<file path="src/rtl/riscv_pkg.sv">
// Shared RISC-V trace types: data width, opcode constants, the record
// classification enum, the stored trace record, and the store-data narrowing helper.
package riscv_pkg;

  localparam int XLEN = 32;

  localparam logic [6:0] OP_LOAD  = 7'b0000011;
  localparam logic [6:0] OP_STORE = 7'b0100011;

  localparam logic [2:0] F3_BYTE = 3'b000;
  localparam logic [2:0] F3_HALF = 3'b001;

  typedef enum logic [2:0] {
    TR_ALU   = 3'd0,
    TR_LOAD  = 3'd1,
    TR_STORE = 3'd2,
    TR_NOP   = 3'd3,
    TR_STALL = 3'd4,
    TR_FLUSH = 3'd5
  } trace_kind_e;

  typedef struct packed {
    logic [XLEN-1:0] pc;
    logic [XLEN-1:0] instr;
    trace_kind_e     kind;
    logic [4:0]      rd;
    logic [XLEN-1:0] rd_data;
    logic [XLEN-1:0] mem_addr;
    logic [XLEN-1:0] mem_data;
  } trace_rec_t;

  // Zero-extend store data to the access size given by funct3. Any funct3
  // other than byte/half keeps the full word.
  function automatic logic [XLEN-1:0] store_data(input logic [2:0]      funct3,
                                                 input logic [XLEN-1:0] data);
    logic [XLEN-1:0] res;
    res = data;
    case (funct3)
      F3_BYTE: res = {{(XLEN-8){1'b0}},  data[7:0]};
      F3_HALF: res = {{(XLEN-16){1'b0}}, data[15:0]};
      default: res = data;
    endcase
    return res;
  endfunction

endpackage

</file>
<file path="src/rtl/trace_fifo.sv">
// Generic synchronous FIFO storing elements of type T. The pointers carry one
// extra bit beyond the index so that full and empty can be told apart when
// the index bits are equal. Occupancy is the pointer difference.
module trace_fifo #(
  parameter int  DEPTH = 8,
  parameter type T     = logic [7:0]
) (
  input  logic                   clk_i,
  input  logic                   rst_i,
  input  logic                   push_i,
  input  logic                   pop_i,
  input  T                       wdata_i,
  output T                       rdata_o,
  output logic                   full_o,
  output logic                   empty_o,
  output logic [$clog2(DEPTH):0] count_o
);

  localparam int AW = $clog2(DEPTH);

  logic [AW:0] wr_ptr_q, wr_ptr_d;
  logic [AW:0] rd_ptr_q, rd_ptr_d;
  logic        do_push;
  logic        do_pop;

  T mem_q [DEPTH];

  assign empty_o = (wr_ptr_q == rd_ptr_q);
  assign full_o  = (wr_ptr_q[AW] != rd_ptr_q[AW]) &&
                   (wr_ptr_q[AW-1:0] == rd_ptr_q[AW-1:0]);
  assign count_o = wr_ptr_q - rd_ptr_q;
  assign rdata_o = mem_q[rd_ptr_q[AW-1:0]];

  // A push into a full FIFO is only legal when the head leaves in the same
  // cycle; pops from an empty FIFO are ignored.
  assign do_push = push_i && (!full_o || pop_i);
  assign do_pop  = pop_i && !empty_o;

  // Pointer advance; both wrap naturally modulo 2*DEPTH.
  always_comb begin
    wr_ptr_d = wr_ptr_q;
    rd_ptr_d = rd_ptr_q;
    if (do_push) wr_ptr_d = wr_ptr_q + 1'b1;
    if (do_pop)  rd_ptr_d = rd_ptr_q + 1'b1;
  end

  // Pointer registers; reset empties the FIFO without touching storage.
  always_ff @(posedge clk_i or posedge rst_i) begin
    if (rst_i) begin
      wr_ptr_q <= '0;
      rd_ptr_q <= '0;
    end else begin
      wr_ptr_q <= wr_ptr_d;
      rd_ptr_q <= rd_ptr_d;
    end
  end

  // Storage write. When full with push and pop together, the write lands in
  // the slot being vacated; the outgoing record is read before the edge.
  always_ff @(posedge clk_i) begin
    if (do_push) mem_q[wr_ptr_q[AW-1:0]] <= wdata_i;
  end

endmodule

</file>
<file path="src/rtl/trace_buffer.sv">
// Retirement trace buffer: classifies each committed instruction into a
// compact trace record and queues it for a downstream sink. Overflowing
// records are counted and flagged rather than back-pressuring the pipeline.
//
// Output handshake: rec_o is the head record whenever rec_valid_o is 1 and
// holds steady until the cycle rec_valid_o & rec_ready_i is seen at a rising
// edge, which is the one and only transfer point. rec_valid_o never depends
// on rec_ready_i, and a record pushed this cycle is never presented before
// the next cycle.
module trace_buffer
  import riscv_pkg::*;
#(
  parameter int DEPTH          = 8,
  parameter bit FILTER_BUBBLES = 1'b0
) (
  input  logic                   clk_i,
  input  logic                   rst_i,
  input  logic                   commit_valid_i,
  input  logic [XLEN-1:0]        pc_i,
  input  logic [XLEN-1:0]        instr_i,
  input  logic [4:0]             reg_addr_i,
  input  logic [XLEN-1:0]        reg_data_i,
  input  logic [XLEN-1:0]        mem_addr_i,
  input  logic [XLEN-1:0]        mem_data_i,
  input  logic                   stall_i,
  input  logic                   flushD_i,
  input  logic                   flushE_i,
  output logic                   rec_valid_o,
  input  logic                   rec_ready_i,
  output trace_rec_t             rec_o,
  output logic [$clog2(DEPTH):0] count_o,
  output logic [15:0]            drop_cnt_o,
  output logic                   overflow_o
);

  trace_rec_t  rec_in;
  logic [6:0]  opcode;
  logic        is_bubble;
  logic        filtered;
  logic        accept;
  logic        fifo_full;
  logic        fifo_empty;
  logic        pop;
  logic        push;
  logic        drop;

  logic [15:0] drop_cnt_q, drop_cnt_d;
  logic        overflow_q, overflow_d;

  assign opcode = instr_i[6:0];

  // Record classification. Memory opcodes win over hazard flags; stall wins
  // over flush. Fields not meaningful for a kind are stored as zero.
  always_comb begin
    rec_in       = '0;
    rec_in.pc    = pc_i;
    rec_in.instr = instr_i;
    rec_in.kind  = TR_NOP;
    if (opcode == OP_STORE) begin
      rec_in.kind     = TR_STORE;
      rec_in.mem_addr = mem_addr_i;
      rec_in.mem_data = store_data(instr_i[14:12], mem_data_i);
    end else if (opcode == OP_LOAD) begin
      rec_in.kind     = TR_LOAD;
      rec_in.rd       = reg_addr_i;
      rec_in.rd_data  = reg_data_i;
      rec_in.mem_addr = mem_addr_i;
    end else if (stall_i) begin
      rec_in.kind = TR_STALL;
    end else if (flushD_i || flushE_i) begin
      rec_in.kind = TR_FLUSH;
    end else if (reg_addr_i == 5'd0) begin
      rec_in.kind = TR_NOP;
    end else begin
      rec_in.kind    = TR_ALU;
      rec_in.rd      = reg_addr_i;
      rec_in.rd_data = reg_data_i;
    end
  end

  // Bubble filtering happens before the FIFO, so filtered records never
  // occupy space and never count as drops.
  assign is_bubble = (rec_in.kind == TR_STALL) || (rec_in.kind == TR_FLUSH);
  assign filtered  = FILTER_BUBBLES && is_bubble;
  assign accept    = commit_valid_i && !filtered;

  assign rec_valid_o = !fifo_empty;
  assign pop         = rec_valid_o && rec_ready_i;
  assign push        = accept && (!fifo_full || pop);
  assign drop        = accept && fifo_full && !pop;

  trace_fifo #(
    .DEPTH (DEPTH),
    .T     (trace_rec_t)
  ) u_fifo (
    .clk_i   (clk_i),
    .rst_i   (rst_i),
    .push_i  (push),
    .pop_i   (pop),
    .wdata_i (rec_in),
    .rdata_o (rec_o),
    .full_o  (fifo_full),
    .empty_o (fifo_empty),
    .count_o (count_o)
  );

  // Overflow bookkeeping: saturating drop count and a sticky flag.
  always_comb begin
    drop_cnt_d = drop_cnt_q;
    overflow_d = overflow_q;
    if (drop) begin
      overflow_d = 1'b1;
      if (drop_cnt_q != 16'hFFFF) drop_cnt_d = drop_cnt_q + 16'd1;
    end
  end

  // Overflow registers, cleared immediately by reset.
  always_ff @(posedge clk_i or posedge rst_i) begin
    if (rst_i) begin
      drop_cnt_q <= '0;
      overflow_q <= 1'b0;
    end else begin
      drop_cnt_q <= drop_cnt_d;
      overflow_q <= overflow_d;
    end
  end

  assign drop_cnt_o = drop_cnt_q;
  assign overflow_o = overflow_q;

endmodule

</file>
<file path="config.mk">
export PLATFORM = sky130hd
export DESIGN_NAME = trace_buffer
export DESIGN_NICKNAME = d
export VERILOG_FILES = /design/src/rtl/riscv_pkg.sv /design/src/rtl/trace_fifo.sv /design/src/rtl/trace_buffer.sv
export SDC_FILE = /design/constraint.sdc
export NUM_CORES = 1
export LEC_CHECK = 0
export ABC_AREA = 1
export CORE_AREA = 2 2 304 306
export CTS_CLUSTER_DIAMETER = 80
export DETAILED_ROUTE_END_ITERATION = 6
export DIE_AREA = 0 0 306 308
export PLACE_DENSITY = 0.8
export SLEW_MARGIN = 20
export SYNTH_ARGS = -nofsm -noshare
export SYNTH_HDL_FRONTEND = slang
export SYNTH_SLANG_ARGS = --single-unit
</file>
<file path="constraint.sdc">
create_clock -name clk_i -period 22.2 [get_ports clk_i]
set_input_delay 3.33 -clock clk_i [delete_from_list [all_inputs] [get_ports clk_i]]
set_output_delay 3.33 -clock clk_i [all_outputs]
set_load 0.01 [all_outputs]
</file>
; ---- Word level (Yosys, flattened, before mapping)
; Memory sizes are Yosys's and may differ from the RTL's.
; Index checks and enable logic that the tools add are counted.
[op_classes]
n_addsub = 4
eq_ne = 7
mux = 15
n_reduce_logical = 15
[ops]
columns = op, n
row1 = 2-to-1 mux 37 bit, 4
row2 = 2-to-1 mux 32 bit, 3
row3 = one-hot mux 32 bit (2 select lines), 1
row4 = 2-to-1 mux 40 bit, 1
row5 = adder 16 x 1 -> 16 bit (second input constant), 1
row6 = inequality test 16 bit (second input constant), 1
row7 = 2-to-1 mux 3 bit, 3
row8 = adder 4 x 1 -> 4 bit (second input constant), 2
row9 = equality test 7 x 2 -> 1 bit (second input constant), 1
row10 = equality test 7 x 6 -> 1 bit (second input constant), 1
row11 = logical AND 1 bit, 7
row12 = logical NOT 5 bit, 1
row13 = equality test 4 bit, 1
row14 = subtractor 4 bit, 1
row15 = equality test 3 x 1 -> 1 bit (second input constant), 1
row16 = equality test 3 bit, 1
row17 = logical NOT 1 bit, 3
row18 = logical NOT 3 bit, 1
row19 = logical OR 1 bit, 2
row20 = 2-to-1 mux 1 bit, 2
row21 = 2-to-1 mux 2 bit, 1
row22 = AND reduction 2 bit, 1
row23 = inequality test 1 bit, 1
[word_totals]
reg_bits = 25
ram_bits = 1344
out_inout_bits = 190
wordCells = 46
memories = 1
[memory_table]
columns = memory, depth, word_bits, rd, rd_clocked_by_memory_dff, wr, line
row1 = u_fifo.mem_q, 8, 168, 1, 0, 1, trace_fifo.sv:26  ; T mem_q [DEPTH];

; ---- Logic depth before layout (Yosys ltp)
[logic_depth]
ltp_word = 8
depth_mapped = 12
depth_no_buf = 10

; ---- Modules after synthesis
; Synthesis repeated with hierarchy kept, for this count alone.
[unflattened]
cells_unflattened = 5006
area_unflattened_um2 = 56251.4
[modules_own_cells]
columns = mod, instances, cells_per_inst, area_each_um2
row1 = trace_fifo, 1, 4557, 53827.9
row2 = trace_buffer, 1, 449, 2423.6

; ---- Least setup slack after synthesis
; No wires, ideal clock.
[synth_path]
kind = in2reg
from = input rec_ready_i
to = memory u_fifo.mem_q[3][0] in the netlist's numbering (enable)
setup_ns = 0.903
arrival_ns = 14.876
required_ns = 21.297
slack_ns = 6.420
cell_stages = 4
cell_sequence = nor2_1 nand2_1 nand2_1 nor3_1
[synth_via]
elab_chain_len = 6
[synth_lines]
columns = element, line
row1 = start: declaration, trace_buffer.sv:29  ; input logic rec_ready_i,
row2 = logical AND 1 bit (*), trace_buffer.sv:88  ; assign pop = rec_valid_o && rec_ready_i;
row3 = logical OR 1 bit (*), "trace_fifo.sv:36, trace_buffer.sv:89"
row4 = logical AND 1 bit, trace_buffer.sv:89  ; assign push = accept && (!fifo_full || pop);
row5 = logical AND 1 bit (*), trace_fifo.sv:36  ; assign do_push = push_i && (!full_o || pop_i);
row6 = 2-to-1 mux 1 bit (*), trace_fifo.sv:61  ; if (do_push) mem_q[wr_ptr_q[AW-1:0]] <= wdata_i;
row7 = 2-to-1 mux 1 bit (not written as such) (*), trace_fifo.sv:61
row8 = end: declaration, trace_fifo.sv:26
; Every way passes the cells marked *; elsewhere a longest branch is shown, timed or not.

==> metrics.md <==
| Metric | Value |
|---|---|
| Warnings, synthesis | `0` |
| Worst slew pin tran | `1.14 ns` |
| WP data arrival | `4.94 ns` |
| DIE AREA | `around 94000 um^2` |
| Final setup TNS | `0 ns` |
| Reg-to-Reg Start | `u_fifo.rd_ptr_q[0]` |
| Max-slew violations | `0` |
| Final Cell Area | `62600 um^2` |
| CP peak stage delay | `0.76 ns` |
| Pwr dens | `137 nW/um^2` |
| Hold Buf Count CTS | `0` |
| Sequential fraction of the synthesis area | `75.8%` |
| Crit-path max FO | `294` |
| Total gr overflow | `0` |
| Num CTS Buffers | `137` |
| WL/cell | `22.4 um` |
| CP Depth | `8` |
| GRT Total Usage | `27.2%` |
| Final Skew | `0.0220 ns` |
| Hold Startpoint | `overflow_o` |
| Routed WL | `130000 um` |
| Clock latency on the worst-skew pair | `approximately 0.74 ns` |
| HPWL after detailed placement | `approximately 65000 um` |
| Synthesized area | `~54000 um^2` |
| Syn_nets | `4420` |
| Syn Inst Count | `4241` |
| Starting DRT DRC Count | `4095` |
| Post-route ant nets | `0` |
| Setup Viol. Count Final | `0` |
| Max cap viols | `0` |
| Post-CTS Setup Repair Bufs | `0` |
| Synth-to-layout area growth | `15.7%` |
| Buf/Inv on CP | `4` |
| Reg2reg end | `u_fifo.mem_q[2][93]` |
| Global-route wire length before repair | `195000 um` |
| Hold Path Class | `reg -> reg` |
| Drc violations | `0` |
| Hold Fails Final Rpt | `0` |
| Crit-path cells | `inv_16 -> buf_6 -> buf_4 -> o21ai_0 -> o22ai_1 -> nand2_1 -> nand2_1 -> clkdlybuf4s50_1` |
| Top Ports | `~360` |
| Required @ worst endpoint | `~19 ns` |
| CTS resizes | `0` |
| Fill cells | `5967` |
| Library cells used by synthesis | `28` |
| Die Span X | `306 um` |
| Vias per cell | `5.99` |
| Setup crit start kind | `flip-flop` |
| WHS | `0.512 ns` |
| Clock Sinks | `between 1000 and 1500` |
| Layout cell share with drive strength beyond 1 | `5.46%` |
| Reg-to-reg slack, setup | `16.16 ns` |
| Period utilization | `37.3%` |
| WHS Endpoint | `overflow_o` |
| DR vias | `34835` |
| Leakage power | `around 0.022 uW` |
| Clock root buffer master | `clkbuf_16` |
| Post-DP Area | `58300 um^2` |
| Status | `finished clean` |
| Clock tree buffer depth | `3` |
| Hold Crit Depth | `2` |
| CTS tree | `built` |
| FF+latch count, synth | `1369` |
| Core box area | `~90000 um^2` |
| Maximum number of pins on one net before global-route repair | `295` |
| Vias in the first global route | `33679` |
| Layout Nets | `4692` |
| Normalized max-slew margin | `24.0%` |
| # port buffers | `361` |
| Mean Syn Cell Area | `between 10 and 15 um^2` |
| Crit path max-delay family | `buffers and inverters` |
| WS Path Type | `reg -> out` |
| R2r worst-path depth | `12` |
| Die height | `308 um` |
| Pre-antenna DRT Iters | `7` |
| Row count | `about 110` |
| Crit-path most repeated cell | `nand2_1` |
| Critical path's slowest cell | `buf_4` |
| VDD IR-drop max | `0.147 mV` |
| F_max | `between 0.1 and 0.15 GHz` |
| Htree depth | `4` |
| Initial Util | `between 50 and 60%` |
| RSZ-0062 raised after global routing | `no` |
| Period minus WS final | `8.27 ns` |
| Final GP Congestion | `0.830` |
| Crit. End Element | `output port` |
| Initial antenna violation count | `12` |
| Reg clk slew, reported paths | `0.06 ns` |
[how the worst max path moves through the flow]
| stage | from | end |
|---|---|---|
| after floorplan | rec_ready_i | u_fifo.mem_q[3][0] |
| after global placement | u_fifo.rd_ptr_q[0] | rec_o[15] |
| after detailed placement | u_fifo.rd_ptr_q[0] | rec_o[47] |
| after CTS | u_fifo.rd_ptr_q[0] | rec_o[98] |
| after global routing | u_fifo.rd_ptr_q[0] | rec_o[98] |
| final | u_fifo.rd_ptr_q[0] | rec_o[98] |
[cells in the mapped netlist]
| cell | count | area, um^2 |
|---|---|---|
| buf_4 | 11 | 82.6 |
| inv_1 | 70 | 263 |
| buf_2 | 93 | 465 |
| xnor2_1 | 5 | 43.8 |
| nor2_2 | 1 | 6.26 |
| ha_1 | 6 | 75.1 |
| nor3_1 | 6 | 30.0 |
| dfrtp_1 | 25 | 626 |
| nand4_1 | 6 | 37.5 |
| nor3b_1 | 17 | 128 |
| a21oi_1 | 2 | 10.0 |
| nand3_1 | 16 | 80.1 |
| buf_6 | 26 | 293 |
| clkbuf_2 | 4 | 20.0 |
| buf_1 | 19 | 71.3 |
| clkbuf_1 | 123 | 462 |
| o22ai_1 | 336 | 2100 |
| inv_2 | 2 | 7.51 |
| edfxtp_1 | 1344 | 40400 |
| nor2_1 | 786 | 2950 |
| xor2_1 | 8 | 70.1 |
| fa_1 | 1 | 20.0 |
| nand2_1 | 648 | 2430 |
| inv_4 | 1 | 6.26 |
| o21ai_0 | 674 | 3370 |
| o21ai_1 | 9 | 45.0 |
| nand3b_1 | 1 | 7.51 |
| nand4_2 | 1 | 12.5 |
[cells by family after synthesis]
kind of cell / count (synthesis) / synth area share, %
compound gates: 1021 / 10.2
flops: 1369 / 75.8
buf+inv: 349 / 3.09
fa+ha+maj: 7 / 0.176
simple gates: 1482 / 10.5
xor+xnor: 13 / 0.211
[report_power, final]
part	internal [uW]	switching (uW)
Clock	1240	934
Sequential	3180	117
Combinational	1110	1980
Total	5530	3030
[worst register-to-register path, delay by kind of cell (launching register included)]
family,cells,cell delay [ns]
buffers and inverters,5,3.01
and+or+nand+nor,6,1.49
DFF,1,0.75
adders and majority gates,1,0.36
[placed cells by master, fill, tap and decap left out, drive strengths merged]
cell,synthesis,final
edfxtp,1344,1344
nor2,787,787
o21ai,683,683
nand2,648,648
clkdlybuf4s50,0,361
o22ai,336,336
clkbuf,127,177
inv,73,77
clkinv,0,53
buf,149,48
dfrtp,25,25
nor3b,17,17
nand3,16,16
diode,0,9
xor2,8,8
nand4,7,7
ha,6,6
bufinv,0,6
nor3,6,6
xnor2,5,5
clkinvlp,0,5
a21oi,2,2
nand3b,1,1
fa,1,1
[registers in the layout, summed over array words and instances, names as in the netlist]
signal           flops
u_fifo.mem_q      1344
u_fifo.wr_ptr_q      4
drop_cnt_o          16
u_fifo.rd_ptr_q      4
overflow_o           1
[layout make-up]
cell class / count / area, um^2 / share of cell area (%)
sequential: 1369 / 41000 / 65.5
multi-input combinational: 2523 / 11500 / 18.4
timing repair buffer: 409 / 4050 / 6.47
clock buffer: 177 / 3680 / 5.89
tap: 1186 / 1480 / 2.37
clock inverter: 68 / 546 / 0.872
inverter: 73 / 305 / 0.488
antenna: 9 / 22.5 / 0.0360
[metrics by stage]
stage	utilization, %	std cells	worst slack [ns]	total power, uW
after floorplan	-	4241	6.42	5230
after global placement	64.1	5559	14.52	6330
after detailed placement	64.1	5559	14.40	6400
after CTS	68.7	5804	13.60	8580
after global routing	68.8	5808	13.57	8980
final	68.8	5814	13.93	8570
[metal layers]
| layer | vias up | track usage, % | part of all wire [%] |
|---|---|---|---|
| li1 | 15879 | - | - |
| met1 | 16995 | 36.0 | 38 |
| met2 | 1661 | 45.0 | 49 |
| met3 | 284 | 4.96 | 8.7 |
| met4 | 16 | 11.2 | 3.4 |
| met5 | - | 0 | 0.082 |
No activity file was read; power rests on OpenSTA's default activity.
